**config.mk**
```make
export PLATFORM = sky130hd
export DESIGN_NAME = tx_fifo_rd_ctrl_flat
export DESIGN_NICKNAME = d
export VERILOG_FILES = /design/src/rtl/pcs_tx_pkg.sv /design/src/rtl/tx_fifo_rd_ctrl_if.sv /design/src/rtl/fifo_level_calc.sv /design/src/rtl/tx_fifo_rd_ctrl.sv /design/src/flat_wrapper.sv
export SDC_FILE = /design/constraint.sdc
export NUM_CORES = 1
export LEC_CHECK = 0
export BUFFER_PORTS_ARGS = -buffer_cell sky130_fd_sc_hd__clkbuf_2
export CAP_MARGIN = 10
export CELL_PAD_IN_SITES_DETAIL_PLACEMENT = 1
export CELL_PAD_IN_SITES_GLOBAL_PLACEMENT = 2
export CORE_MARGIN = 3
export CORE_UTILIZATION = 30
export DETAILED_ROUTE_END_ITERATION = 7
export PLACE_DENSITY = 0.95
export SLEW_MARGIN = 20
export SYNTH_ARGS = -nofsm -noshare
export SYNTH_HDL_FRONTEND = slang
export SYNTH_HIERARCHICAL = 1
export SYNTH_SLANG_ARGS = --single-unit
```
**constraint.sdc**
```tcl
create_clock -name rclk -period 7.4 [get_ports rclk]
set_input_delay 1.48 -clock rclk [delete_from_list [all_inputs] [get_ports rclk]]
set_output_delay 1.48 -clock rclk [all_outputs]
set_load 0.01 [all_outputs]
```
**src/rtl/pcs_tx_pkg.sv**
```systemverilog
// Shared PCS TX definitions: XGMII control characters, read-side scheduler
// states and the gray/binary pointer helper used by both FIFO domains.
package pcs_tx_pkg;

  localparam logic [7:0] XGMII_IDLE  = 8'h07;
  localparam logic [7:0] XGMII_START = 8'hFB;
  localparam logic [7:0] XGMII_TERM  = 8'hFD;
  localparam logic [7:0] XGMII_ERR   = 8'hFE;

  // Widest pointer the helper handles; callers zero-extend and truncate back.
  localparam int PTR_MAX_W = 16;

  typedef enum logic [1:0] {
    ST_IDLE   = 2'd0,
    ST_STREAM = 2'd1,
    ST_FLUSH  = 2'd2,
    ST_IFG    = 2'd3
  } rd_state_e;

  function automatic logic [PTR_MAX_W-1:0] gray2bin(input logic [PTR_MAX_W-1:0] g);
    logic [PTR_MAX_W-1:0] b;
    b[PTR_MAX_W-1] = g[PTR_MAX_W-1];
    for (int i = PTR_MAX_W-2; i >= 0; i--) begin
      b[i] = b[i+1] ^ g[i];
    end
    return b;
  endfunction

endpackage

```
**src/rtl/tx_fifo_rd_ctrl_if.sv**
```systemverilog
// Read-side bundle: FIFO head/pointers toward the scheduler and the column
// stream toward the TX encoder.
interface tx_fifo_rd_ctrl_if #(
  parameter int ADDRSIZE = 3,
  parameter int DATA_W   = 32
);
  localparam int CTRL_W = DATA_W / 8;

  logic [ADDRSIZE:0]          rptr;
  logic [ADDRSIZE:0]          rq2_wptr;
  logic                       rempty;
  logic [DATA_W+CTRL_W-1:0]   rdata;
  logic                       rinc;
  logic                       out_ready;
  logic [DATA_W-1:0]          out_data;
  logic [CTRL_W-1:0]          out_ctrl;

  modport master (
    input  rptr, rq2_wptr, rempty, rdata, out_ready,
    output rinc, out_data, out_ctrl
  );

  modport slave (
    output rptr, rq2_wptr, rempty, rdata, out_ready,
    input  rinc, out_data, out_ctrl
  );

endinterface

```
**src/rtl/fifo_level_calc.sv**
```systemverilog
// FIFO occupancy from two gray pointers; modulo arithmetic keeps it correct
// across pointer wrap.
module fifo_level_calc
  import pcs_tx_pkg::*;
#(
  parameter int ADDRSIZE = 3
) (
  input  logic [ADDRSIZE:0] rptr_i,
  input  logic [ADDRSIZE:0] wptr_i,
  output logic [ADDRSIZE:0] level_o
);

  localparam int PW = ADDRSIZE + 1;

  assign level_o = PW'(gray2bin(PTR_MAX_W'(wptr_i)) - gray2bin(PTR_MAX_W'(rptr_i)));

endmodule

```
**src/rtl/tx_fifo_rd_ctrl.sv**
```systemverilog
// PCS TX FIFO read scheduler: holds a frame until START_THRESH columns are
// buffered, streams it, pads MIN_IFG idles, and converts underrun to error+flush.
module tx_fifo_rd_ctrl
  import pcs_tx_pkg::*;
#(
  parameter int ADDRSIZE     = 3,
  parameter int DATA_W       = 32,
  parameter int START_THRESH = 4,
  parameter int MIN_IFG      = 2
) (
  input  logic                 rclk,
  input  logic                 rrst,
  tx_fifo_rd_ctrl_if.master    bus,
  output logic [ADDRSIZE:0]    level,
  output logic [15:0]          frame_cnt,
  output logic [7:0]           underrun_cnt
);

  localparam int CTRL_W = DATA_W / 8;

  localparam logic [DATA_W-1:0]  IDLE_DATA = {CTRL_W{XGMII_IDLE}};
  localparam logic [DATA_W-1:0]  ERR_DATA  = {CTRL_W{XGMII_ERR}};
  localparam logic [CTRL_W-1:0]  CTRL_ALL  = {CTRL_W{1'b1}};
  localparam logic [ADDRSIZE:0]  THRESH    = (ADDRSIZE+1)'(START_THRESH);
  localparam logic [3:0]         IFG_INIT  = 4'(MIN_IFG);
  localparam rd_state_e          POST_TERM = (MIN_IFG > 0) ? ST_IFG : ST_IDLE;

  rd_state_e          state_q;
  logic [DATA_W-1:0]  out_data_q;
  logic [CTRL_W-1:0]  out_ctrl_q;
  logic [15:0]        frame_cnt_q;
  logic [7:0]         underrun_cnt_q;
  logic [7:0]         underrun_cnt_d;
  logic [3:0]         ifg_cnt_q;

  logic [DATA_W-1:0]  head_data;
  logic [CTRL_W-1:0]  head_ctrl;
  logic [CTRL_W-1:0]  term_lane;
  logic               head_is_term;

  fifo_level_calc #(.ADDRSIZE(ADDRSIZE)) u_level (
    .rptr_i  (bus.rptr),
    .wptr_i  (bus.rq2_wptr),
    .level_o (level)
  );

  assign head_data = bus.rdata[DATA_W-1:0];
  assign head_ctrl = bus.rdata[DATA_W+CTRL_W-1:DATA_W];

  for (genvar i = 0; i < CTRL_W; i++) begin : g_lane
    assign term_lane[i] = head_ctrl[i] && (head_data[8*i +: 8] == XGMII_TERM);
  end
  assign head_is_term = |term_lane;

  assign underrun_cnt_d = (underrun_cnt_q == 8'hFF) ? underrun_cnt_q : underrun_cnt_q + 8'd1;

  // Pops only while a frame is being forwarded or flushed; never on empty.
  assign bus.rinc = bus.out_ready && !bus.rempty &&
                    ((state_q == ST_STREAM) || (state_q == ST_FLUSH));

  always_ff @(posedge rclk) begin
    if (rrst) begin
      state_q        <= ST_IDLE;
      out_data_q     <= IDLE_DATA;
      out_ctrl_q     <= CTRL_ALL;
      frame_cnt_q    <= '0;
      underrun_cnt_q <= '0;
      ifg_cnt_q      <= '0;
    end else begin
      case (state_q)
        ST_IDLE: begin
          if (bus.out_ready) begin
            out_data_q <= IDLE_DATA;
            out_ctrl_q <= CTRL_ALL;
          end
          // Start decision ignores out_ready so a stalled encoder cannot hide occupancy.
          if (level >= THRESH) state_q <= ST_STREAM;
        end
        ST_STREAM: begin
          if (bus.out_ready) begin
            if (!bus.rempty) begin
              out_data_q <= head_data;
              out_ctrl_q <= head_ctrl;
              if (head_is_term) begin
                frame_cnt_q <= frame_cnt_q + 16'd1;
                ifg_cnt_q   <= IFG_INIT;
                state_q     <= POST_TERM;
              end
            end else begin
              out_data_q     <= ERR_DATA;
              out_ctrl_q     <= CTRL_ALL;
              underrun_cnt_q <= underrun_cnt_d;
              state_q        <= ST_FLUSH;
            end
          end
        end
        ST_FLUSH: begin
          // Remainder of a broken frame is discarded up to its terminate column.
          if (bus.out_ready) begin
            out_data_q <= IDLE_DATA;
            out_ctrl_q <= CTRL_ALL;
            if (!bus.rempty && head_is_term) begin
              ifg_cnt_q <= IFG_INIT;
              state_q   <= POST_TERM;
            end
          end
        end
        ST_IFG: begin
          if (bus.out_ready) begin
            out_data_q <= IDLE_DATA;
            out_ctrl_q <= CTRL_ALL;
            ifg_cnt_q  <= ifg_cnt_q - 4'd1;
            if (ifg_cnt_q <= 4'd1) state_q <= ST_IDLE;
          end
        end
      endcase
    end
  end

  assign bus.out_data = out_data_q;
  assign bus.out_ctrl = out_ctrl_q;
  assign frame_cnt    = frame_cnt_q;
  assign underrun_cnt = underrun_cnt_q;

endmodule

```
**src/flat_wrapper.sv**
```systemverilog
// flat-port wrapper written by rule: the top's interface ports become plain ports
module tx_fifo_rd_ctrl_flat import pcs_tx_pkg::*;
#(
  parameter int ADDRSIZE     = 3,
  parameter int DATA_W       = 32,
  parameter int START_THRESH = 4,
  parameter int MIN_IFG      = 2
)
  (rclk, rrst, level, frame_cnt, underrun_cnt, bus_rptr, bus_rq2_wptr, bus_rempty, bus_rdata, bus_out_ready, bus_rinc, bus_out_data, bus_out_ctrl);
  tx_fifo_rd_ctrl_if #(.ADDRSIZE(ADDRSIZE), .DATA_W(DATA_W)) bus_i ();
  input  logic rclk;
  input  logic rrst;
  output logic [ADDRSIZE:0] level;
  output logic [15:0] frame_cnt;
  output logic [7:0] underrun_cnt;
  input wire logic [$bits(bus_i.rptr)-1:0] bus_rptr;
  input wire logic [$bits(bus_i.rq2_wptr)-1:0] bus_rq2_wptr;
  input wire logic [$bits(bus_i.rempty)-1:0] bus_rempty;
  input wire logic [$bits(bus_i.rdata)-1:0] bus_rdata;
  input wire logic [$bits(bus_i.out_ready)-1:0] bus_out_ready;
  output wire logic [$bits(bus_i.rinc)-1:0] bus_rinc;
  output wire logic [$bits(bus_i.out_data)-1:0] bus_out_data;
  output wire logic [$bits(bus_i.out_ctrl)-1:0] bus_out_ctrl;
  assign bus_i.rptr = bus_rptr;
  assign bus_i.rq2_wptr = bus_rq2_wptr;
  assign bus_i.rempty = bus_rempty;
  assign bus_i.rdata = bus_rdata;
  assign bus_i.out_ready = bus_out_ready;
  assign bus_rinc = bus_i.rinc;
  assign bus_out_data = bus_i.out_data;
  assign bus_out_ctrl = bus_i.out_ctrl;
  tx_fifo_rd_ctrl #(.ADDRSIZE(ADDRSIZE), .DATA_W(DATA_W), .START_THRESH(START_THRESH), .MIN_IFG(MIN_IFG)) u_core (.rclk(rclk), .rrst(rrst), .bus(bus_i), .level(level), .frame_cnt(frame_cnt), .underrun_cnt(underrun_cnt));
endmodule
```
==> results.json, run 1 <==
{
  "status": "completed",
  "fin_crit_sh_pct": 64.4,
  "period_minus_slack_ns": 4.77,
  "finalSetupViolations": 0,
  "start_util_pct": 31.6,
  "crit_type": "in -> out",
  "syn_area_um2": 3350,
  "r2r_end": "u_core/frame_cnt[14]",
  "cts_tree": "yes",
  "netSwitchingFraction_pct": 35.8,
  "antenna_cells": 0,
  "final_util_pct": 40.1,
  "p_per_area_nw_per_um2": 267,
  "min_to": "u_core/bus.out_data[3]",
  "grt_max_degree": 56,
  "root_buffer": "clkbuf_8",
  "grt_setup_unrepaired": "no",
  "first_iter_violations": 191,
  "skew_ns": 0.00911,
  "coreArea_um2": 10600,
  "clk_latency_ns": 0.34,
  "layout.nets": 565,
  "syn-num-nets": 463,
  "wl_per_cell_um": 16.5,
  "max_freq_ghz": 0.210,
  "rows": 37,
  "slew-limit-headroom_pct": 31.4,
  "die_y_um": 112,
  "end_kind": "output port",
  "vias": 3400,
  "yosys_warnings": 6,
  "synth_area_per_cell_um2": 8.36,
  "p_int_w": 0.000729,
  "remaining_drc_errors": 0,
  "wl_mm": 10.6,
  "seq_area_um2": 1320,
  "multiInputGateArea_um2": 1900,
  "clockBufferDepth": 2,
  "cp-start-kind": "primary input",
  "timing.rr.start": "u_core/state_q[1]",
  "rr_worst_depth": 5,
  "cap_violations": 0,
  "synthCells": 401,
  "p_leak_nw": 1.71,
  "setup_tns_ns": 0,
  "grt_pass1_vias": 3477,
  "antenna_found_initial": 0,
  "ctsHoldBuffers": 0,
  "hold_viol_final": 0,
  "layout_common_cells": "112 x clkbuf_2, 66 x dfxtp_1, 51 x nand2_1, 40 x o21ai_0, 37 x a21oi_1",
  "overflow": 0,
  "reg2reg_slack_ns": 5.08,
  "worstMarginPinSlew_ns": 1.03,
  "crit_fanout": 3,
  "drive_gt1_share_pct": 30.9,
  "cp.arrival_ns": 3.29,
  "p_comb_share_pct": 31.1,
  "maxSlewViolCount": 0,
  "yosys_register_bits": 66,
  "numCtsBuffers": 9,
  "viasPerCell": 5.28,
  "hp-start": "u_core/bus.out_data[3]",
  "seq_area_frac_synth_pct": 39.4,
  "htreeDepth": 3,
  "ys_types": 52,
  "gp_congestion": 0.749,
  "postRouteAntennaNets": 0,
  "path_clk_slew_ns": 0.08,
  "hold_path_class": "reg -> reg",
  "die_x_um": 112,
  "clkSinkCount": 66,
  "dr.pass1.iters": 4,
  "grt_usage_pct": 16.8,
  "syn_to_final_growth_pct": 26.7,
  "fillers": 1340,
  "post_cts_buffers": 0,
  "grt_pass1_wl_mm": 17.4,
  "ir_worst_vdd_v": 0.0000876,
  "layout_commonest_cell": "clkbuf_2",
  "pin_count": 113,
  "pwr-share-clk_pct": 30.9,
  "cts_resized": 0,
  "dpl.hpwl_mm": 7.82,
  "pwr-share-seq_pct": 38.1,
  "holdPathStages": 2,
  "dieArea_um2": 12500,
  "required_ns": 5.92,
  "portBuffers": 112,
  "p_switching_w": 0.000406
}
[registers in the layout, indices dropped and copies added, names as in the netlist]
name,flops
u_core/bus.out_data,32
u_core/frame_cnt,16
u_core/underrun_cnt,8
u_core/bus.out_ctrl,4
u_core/ifg_cnt_q,4
u_core/state_q,2
[kinds of logic after synthesis]
| family | count (synthesis) | share of synthesized area (%) |
|---|---|---|
| and+or+nand+nor | 150 | 23.1 |
| muxes | 5 | 1.61 |
| AOI/OAI and AO/OA | 114 | 21.3 |
| adders and majority gates | 14 | 5.45 |
| buffers and inverters | 37 | 4.55 |
| xor gates and xnor gates | 15 | 4.59 |
| DFF | 66 | 39.4 |
[critical path: stages]
cell and delay (ns):
clkbuf_2 0.11, xnor2_2 0.20, xor2_1 0.33, xnor2_1 0.17, ha_1 0.18, inv_1 0.07, fa_1 0.38, xor2_1 0.20
clkbuf_2 0.17
[how the worst max path moves through the flow]
stage                            from       end  slack (ns)  depth (start not counted)
after global placement    bus_rptr[3]  level[2]        2.72                          9
after CTS                 bus_rptr[3]  level[2]        2.58                          9
after detailed placement  bus_rptr[3]  level[2]        2.58                          9
after global routing      bus_rptr[3]  level[2]        2.45                          9
after floorplan           bus_rptr[3]  level[2]        2.99                          7
final                     bus_rptr[3]  level[2]        2.63                          9
[power groups by stage]
stage / Clock [W] / Combinational (W) / Sequential [W]
6_report: 0.000350 / 0.000353 / 0.000432
5_1_grt: 0.000380 / 0.000393 / 0.000439
4_1_cts: 0.000366 / 0.000356 / 0.000433
3_5_place_dp: 0 / 0.000353 / 0.000440
3_3_place_gp: 0 / 0.000340 / 0.000438
2_1_floorplan: 0 / 0.000208 / 0.000455
[per-layer routing]
metal  up-vias  track usage, %  part of all wire (%)
li1       1646               -                     -
met1      1643            21.6                    46
met2        95            27.9                    48
met3        16            3.70                   4.1
met4         0            5.92                   1.9
met5         -               0                     0
[cells in the mapped netlist, drive strengths merged]
cell / number / area share, %
a211o: 1 / 0.26
a21boi: 2 / 0.45
a21o: 2 / 0.49
a21oi: 39 / 5.9
a221oi: 1 / 0.45
a22o: 1 / 0.26
a31oi: 1 / 0.19
and2: 1 / 0.19
and3: 3 / 0.60
and4: 1 / 0.26
buf: 6 / 1.1
clkbuf: 17 / 1.9
clkinv: 1 / 0.11
dfxtp: 66 / 39
fa: 1 / 0.60
ha: 13 / 4.9
inv: 13 / 1.5
mux2: 3 / 1.0
mux2i: 2 / 0.60
nand2: 51 / 5.7
nand3: 13 / 1.9
nand4: 7 / 1.3
nand4b: 4 / 1.0
nor2: 21 / 2.4
nor2b: 3 / 0.56
nor3: 10 / 2.1
nor4: 5 / 0.93
nor4b: 1 / 0.26
o2111ai: 1 / 0.45
o211ai: 2 / 0.45
o21ai: 42 / 6.3
o2bb2ai: 2 / 0.52
o311ai: 5 / 1.3
o31ai: 8 / 1.8
o41a: 1 / 0.34
o41ai: 6 / 2.1
or2: 7 / 1.3
or3: 16 / 3.0
or4: 7 / 1.6
xnor2: 10 / 2.8
xor2: 5 / 1.8
[area by class of cell]
| type | count | area share, % |
|---|---|---|
| clock buffers | 9 | 2.92 |
| clock inverters | 7 | 2.42 |
| inverters | 14 | 1.24 |
| multi-input cells | 298 | 44.8 |
| flip-flops and latches | 66 | 31.1 |
| well taps | 136 | 4.01 |
| repair buffers | 114 | 13.6 |
[per-stage QoR]
stage	hold WS (ns)	instance area, um^2	setup slack [ns]	cells	total power (W)
2_1_floorplan	0.449	3350	2.99	401	0.000663
3_3_place_gp	0.440	4010	2.72	628	0.000779
3_5_place_dp	0.444	4020	2.58	628	0.000793
4_1_cts	0.455	4250	2.58	644	0.00115
5_1_grt	0.481	4250	2.45	644	0.00121
6_report	0.456	4250	2.63	644	0.00114
Power figures use the tool's default switching activity.
==> run 2: changes to the inputs <==
ABC_AREA = 1   (was not set)
CORE_UTILIZATION = 27   (was 30)
PLACE_DENSITY = 0.91   (was 0.95)
clock period = 4.7 ns   (was 7.4 ns; I/O delays follow)
==> run 2 against run 1 <==
  * Largest cell class unchanged
  * Design area increased by 6.5%
  * Clock skew shrank 0.0053 ns
  * Via count up 12%
  * Highest routed layer unchanged
  * Sequential power increased by 66%
  * Register-to-register slack worse by 3.1 ns
  * Synthesized area rose by 5.1%
  * Critical path depth up 3
  * Die area is 16% higher
  * Core utilization is 4.4 points lower
==> results.json, run 2 <==
{
  "layout.nets": 676,
  "dpl.hpwl_mm": 8.55,
  "overflow": 0,
  "vias": 3821,
  "min_to": "u_core/bus.out_data[20]",
  "hold_path_class": "reg -> reg",
  "synth_ff_type": "dfxtp_1",
  "r2r_end": "u_core/bus.out_data[26]",
  "synth_area_per_cell_um2": 6.90,
  "antenna_found_initial": 0,
  "p_per_area_nw_per_um2": 454,
  "yosys.area_share.simple_pct": 31.4,
  "p_leak_nw": 2.02,
  "setup_slack_ns": 1.27,
  "clk_latency_ns": 0.33,
  "netlist_top_cells_count": "123 x nand2_1, 66 x dfxtp_1, 53 x a21oi_1",
  "timing.rr.start": "u_core/state_q[1]",
  "yosysTopAreaCell": "dfxtp_1",
  "holdPathStages": 2,
  "cts_resized": 0,
  "synth_edf_count": 0,
  "synth_area_leaders": "dfxtp_1 38%, nand2_1 13%, a21oi_1 7.5%, o21ai_0 6.3%, nand3_1 5.3%",
  "pin_count": 113,
  "syn_to_final_growth_pct": 28.4,
  "clockBufferDepth": 2,
  "grt_usage_pct": 15.8,
  "dr.pass1.iters": 4,
  "syn_area_um2": 3520,
  "netlist.area_leader.share_pct": 37.5,
  "end_kind": "output port",
  "fin_crit_sh_pct": 72.9,
  "synth_top_family_by_area": "simple AND/OR/NAND/NOR gates",
  "cap_violations": 0,
  "worstMarginPinSlew_ns": 0.877,
  "synthArstFlopShare_pct": 0,
  "layout_commonest_cell": "nand2_1",
  "pre_cts_ws_ns": 1.27,
  "die_x_um": 120,
  "rows": 41,
  "skew_ns": 0.00382,
  "remaining_drc_errors": 0,
  "die_y_um": 120,
  "yosys_register_bits": 66,
  "ir_worst_vdd_v": 0.000252,
  "crit_fanout": 3,
  "largest_reg_flops": 32,
  "cp-start-kind": "primary input",
  "synthCells": 511,
  "layout_common_cells": "123 x nand2_1, 112 x clkbuf_2, 66 x dfxtp_1, 53 x a21oi_1, 44 x o21ai_0",
  "coreArea_um2": 12700,
  "wl_mm": 11.5,
  "required_ns": 3.76,
  "htreeDepth": 3,
  "holdWs_ns": 0.466,
  "cp.arrival_ns": 2.49,
  "grt_pass1_vias": 3879,
  "root_buffer": "clkbuf_16",
  "synth-compound-area-share_pct": 15.1,
  "ys_types": 30,
  "drive_gt1_share_pct": 23.8,
  "grt_max_degree": 38,
  "clkSinkCount": 66,
  "first_iter_violations": 206,
  "grt_setup_unrepaired": "no",
  "viasPerCell": 4.84,
  "antenna_cells": 0,
  "yosysMostFrequentCell": "nand2_1",
  "numCtsBuffers": 9,
  "grt_pass1_wl_mm": 18.6,
  "crit_type": "in -> out",
  "maxSlewViolCount": 0,
  "synthMuxAreaShare_pct": 0,
  "hp-start": "u_core/bus.out_data[20]",
  "ctsHoldBuffers": 0,
  "hold_viol_final": 0,
  "cts_tree": "yes",
  "setup_tns_ns": 0,
  "path_clk_slew_ns": 0.05,
  "yosys_warnings": 6,
  "reg2reg_slack_ns": 1.99,
  "seq_area_frac_synth_pct": 37.5,
  "dieArea_um2": 14500,
  "start_util_pct": 27.8,
  "post_cts_buffers": 0,
  "synthAdderAreaFrac_pct": 5.18,
  "postRouteAntennaNets": 0,
  "gp_congestion": 0.831,
  "wl_per_cell_um": 14.6,
  "status": "completed",
  "final_util_pct": 35.7,
  "finalSetupViolations": 0,
  "period_minus_slack_ns": 3.43,
  "rr_worst_depth": 8,
  "slew-limit-headroom_pct": 41.4,
  "portBuffers": 112,
  "synthXorXnorAreaFrac_pct": 3.23,
  "max_freq_ghz": 0.292,
  "syn-num-nets": 573
}
==> run 2: cell types whose count changed after synthesis, sizes merged, moves of 8 or more <==
cell	change
nand2	+76
inv	+34
nand3	+30
nor2	+21
or3	-16
a21oi	+15
nand4	+15
o31ai	-8
==> run 2: worst max path at each step <==
stage,from,endpoint,slack (ns),depth (start not counted)
floorplan,bus_rq2_wptr[2],level[2],1.65,10
global placement,bus_rq2_wptr[3],level[2],1.39,12
detailed placement,bus_rq2_wptr[2],level[2],1.27,12
CTS,bus_rq2_wptr[2],level[2],1.27,12
global route,bus_rq2_wptr[3],level[2],1.15,12
finish,bus_rq2_wptr[2],level[2],1.27,12
==> run 2: power breakdown <==
group	internal, W	total (W)	switching (W)
logic	0.000226	0.000630	0.000404
clock network	0.000472	0.000709	0.000237
registers	0.000651	0.000715	0.0000641
==> run 2: layout make-up <==
class | count | area [um^2]
fillers | 1649 | 8150
flip-flops and latches | 66 | 1320
clock inverters | 3 | 65.1
inverters | 47 | 176
multi-input cells | 377 | 1940
repair buffers | 113 | 568
well taps | 172 | 215
clock buffers | 11 | 243
==> run 2: worst max-delay path: stages <==
cell	delay (ns)
clkbuf_2	0.12
inv_1	0.07
nand2_1	0.10
nand3_2	0.09
nand2_2	0.11
nand2_1	0.06
nand2_1	0.07
ha_1	0.14
inv_1	0.06
fa_1	0.38
xor2_1	0.18
clkbuf_2	0.16
==> run 2: per-layer routing <==
layer	wire [um]	vias to the layer above	track usage, %	part of all wire [%]
li1	-	1908	-	-
met1	5080	1800	19.9	44
met2	5640	89	26.4	49
met3	484	24	3.60	4.2
met4	313	0	5.88	2.7
met5	0	-	0	0
==> run 2: cell families (layout without fill, tap and decap cells) <==
family	after synthesis	in the layout
AOI/OAI and AO/OA	104	104
xor gates and xnor gates	13	13
adders and majority gates	14	14
buffers and inverters	68	174
DFF	66	66
and+or+nand+nor	246	246
==> run 2: per-stage QoR <==
step | power [W] | cells | area [um^2]
after floorplan | 0.00114 | 511 | 3520
after global placement | 0.00132 | 775 | 4220
after detailed placement | 0.00136 | 775 | 4220
after CTS | 0.00208 | 789 | 4520
after global routing | 0.00219 | 789 | 4520
final | 0.00205 | 789 | 4520
==> run 3: changes to the inputs <==
ABC_AREA = 0   (was 1)
CORE_UTILIZATION = 26   (was 27)
PLACE_DENSITY = 0.88   (was 0.91)
clock period = 3.1 ns   (was 4.7 ns; I/O delays follow)
==> run 3 against run 2 <==
  * Cell count is 14% lower
  * Wire length is 6.5% lower
  * First-iteration DRC count is 16% lower
  * Largest power group is now the clock network
==> results.json, run 3 (synthesis gave the netlist of run 1 again) <==
{
  "viasPerCell": 4.95,
  "wl_mm": 10.8,
  "drive_gt1_share_pct": 30.9,
  "finalSetupViolations": 0,
  "period_minus_slack_ns": 2.96,
  "pin_count": 113,
  "die_x_um": 120,
  "htreeDepth": 3,
  "grt_use_met1_pct": 18.2,
  "layout.nets": 570,
  "die_y_um": 120,
  "fin_crit_sh_pct": 95.6,
  "crit_slowest_cell": "fa_1",
  "end_kind": "output port",
  "critPathMaxStageDelay_ns": 0.38,
  "p_per_area_nw_per_um2": 675,
  "wl_per_cell_um": 15.8,
  "dpl.hpwl_mm": 8.23,
  "worstPathCellList": "clkbuf_2 > xnor2_2 > xor2_1 > xnor2_1 > ha_1 > inv_1 > fa_1 > xor2_1 > clkbuf_2",
  "fillers": 1528,
  "grt_usage_pct": 15.1,
  "first_iter_violations": 173,
  "gp_congestion": 0.765,
  "clockBufferDepth": 2,
  "crit_buf_inv": 3,
  "path_clk_slew_ns": 0.05,
  "grtUsageMet3_pct": 4.19,
  "rows": 40,
  "overflow": 0,
  "largest_reg_flops": 32,
  "maxSlewViolCount": 0,
  "pre_cts_ws_ns": 0.0253,
  "status": "completed",
  "ir_worst_vdd_v": 0.000241,
  "layout_common_cells": "112 x clkbuf_2, 66 x dfxtp_1, 51 x nand2_1, 40 x o21ai_0, 37 x a21oi_1",
  "antenna_found_initial": 0,
  "cp-start-kind": "primary input",
  "hold_path_class": "reg -> reg",
  "grtUsageMet2_pct": 26.8,
  "rr_worst_depth": 5,
  "dieArea_um2": 14300,
  "reg2reg_slack_ns": 0.79,
  "max_freq_ghz": 0.338,
  "timing.rr.start": "u_core/state_q[1]",
  "cts_tree": "yes",
  "hp-start": "u_core/bus.out_data[5]",
  "skew_ns": 0.00563,
  "remaining_drc_errors": 0,
  "worstMarginPinSlew_ns": 0.764,
  "antenna_cells": 0,
  "syn_to_final_growth_pct": 31.7,
  "coreArea_um2": 12300,
  "cts_resized": 0,
  "postRouteAntennaNets": 0,
  "holdPathStages": 2,
  "setup_slack_ns": 0.138,
  "cp_top_family": "XOR/XNOR gates",
  "hold_viol_final": 0,
  "grt_pass1_wl_mm": 17.7,
  "grt_pass1_vias": 3541,
  "setup_tns_ns": 0,
  "slew-limit-headroom_pct": 49.0,
  "start_util_pct": 27.2,
  "clkSinkCount": 66,
  "cap_violations": 0,
  "clk_latency_ns": 0.32,
  "seq_area_um2": 1320,
  "cp.arrival_ns": 2.34,
  "vias": 3363,
  "p_leak_nw": 1.77,
  "grt-busiest-layer": "met2",
  "required_ns": 2.48,
  "grt_max_degree": 55,
  "root_buffer": "clkbuf_16",
  "min_to": "u_core/bus.out_data[5]",
  "numCtsBuffers": 9,
  "crit_fanout": 2,
  "layout_commonest_cell": "clkbuf_2",
  "r2r_end": "u_core/frame_cnt[15]",
  "multiInputGateArea_um2": 1900,
  "dr.pass1.iters": 4,
  "portBuffers": 112,
  "crit_type": "in -> out"
}
## run 3: changes by cell type in the layout (fill, tap and decap cells not counted), moves of 7 or more
cell / before / now
nand3_1: 37 / 13
or4_1: 0 / 7
a21oi_1: 53 / 37
nand2_1: 123 / 51
nand4_1: 22 / 7
inv_1: 42 / 12
o31ai_1: 0 / 8
nor2_1: 40 / 21
or3_1: 0 / 16
## run 3: routing by layer
| metal | up-vias | wire, um |
|---|---|---|
| met3 | 9 | 523 |
| met1 | 1623 | 4630 |
| met2 | 76 | 5530 |
| li1 | 1655 | - |
| met4 | 0 | 91 |
| met5 | - | 0 |
## run 3: area by class of cell
| class | instances | share of cell area (%) |
|---|---|---|
| Timing Repair Buffer | 119 | 13.9 |
| Sequential cell | 66 | 29.9 |
| Tap cell | 168 | 4.76 |
| Clock inverter | 2 | 1.36 |
| Inverter | 14 | 1.19 |
| Clock buffer | 13 | 5.90 |
| Multi-Input combinational cell | 298 | 43.0 |
## run 3: how the worst max path moves through the flow
stage	slack, ns	cells after the start	from	to
5_1_grt	-0.02	9	bus_rq2_wptr[3]	level[2]
3_5_place_dp	0.03	12	bus_rq2_wptr[3]	u_core/state_q[0]
2_1_floorplan	0.26	11	bus_rptr[3]	u_core/state_q[0]
3_3_place_gp	0.18	12	bus_rq2_wptr[3]	u_core/state_q[0]
4_1_cts	0.07	9	bus_rq2_wptr[3]	level[2]
6_report	0.14	9	bus_rptr[3]	level[2]
## run 3: through the flow
step	area (um^2)	hold slack (ns)	utilization, %	power, W	instances
5_1_grt	4410	0.473	35.9	0.00317	680
3_5_place_dp	4090	0.446	33.2	0.00191	664
6_report	4410	0.453	35.9	0.00298	680
2_1_floorplan	3350	0.449	-	0.00158	401
3_3_place_gp	4080	0.442	33.1	0.00187	664
4_1_cts	4410	0.452	35.8	0.00303	679
## run 3: worst register-to-register path, delay by kind of cell, from the launching register on
family / cells / cell delay, ns
and+or+nand+nor: 2 / 0.96
adders and majority gates: 1 / 0.39
muxes: 1 / 0.37
buffers and inverters: 1 / 0.13
DFF: 1 / 0.35
## run 3: repair_timing
action / 4_1_cts / 5_1_grt
buffers inserted: 0 / 1
hold buffers: 0 / 0
endpoints found under the setup margin: 0 / 1
## run 3: report_power, final
part / leakage [nW] / internal, W / switching, W
Sequential: 0.536 / 0.000964 / 0.0000717
Combinational: 1.08 / 0.000328 / 0.000520
Clock: 0.156 / 0.000744 / 0.000354
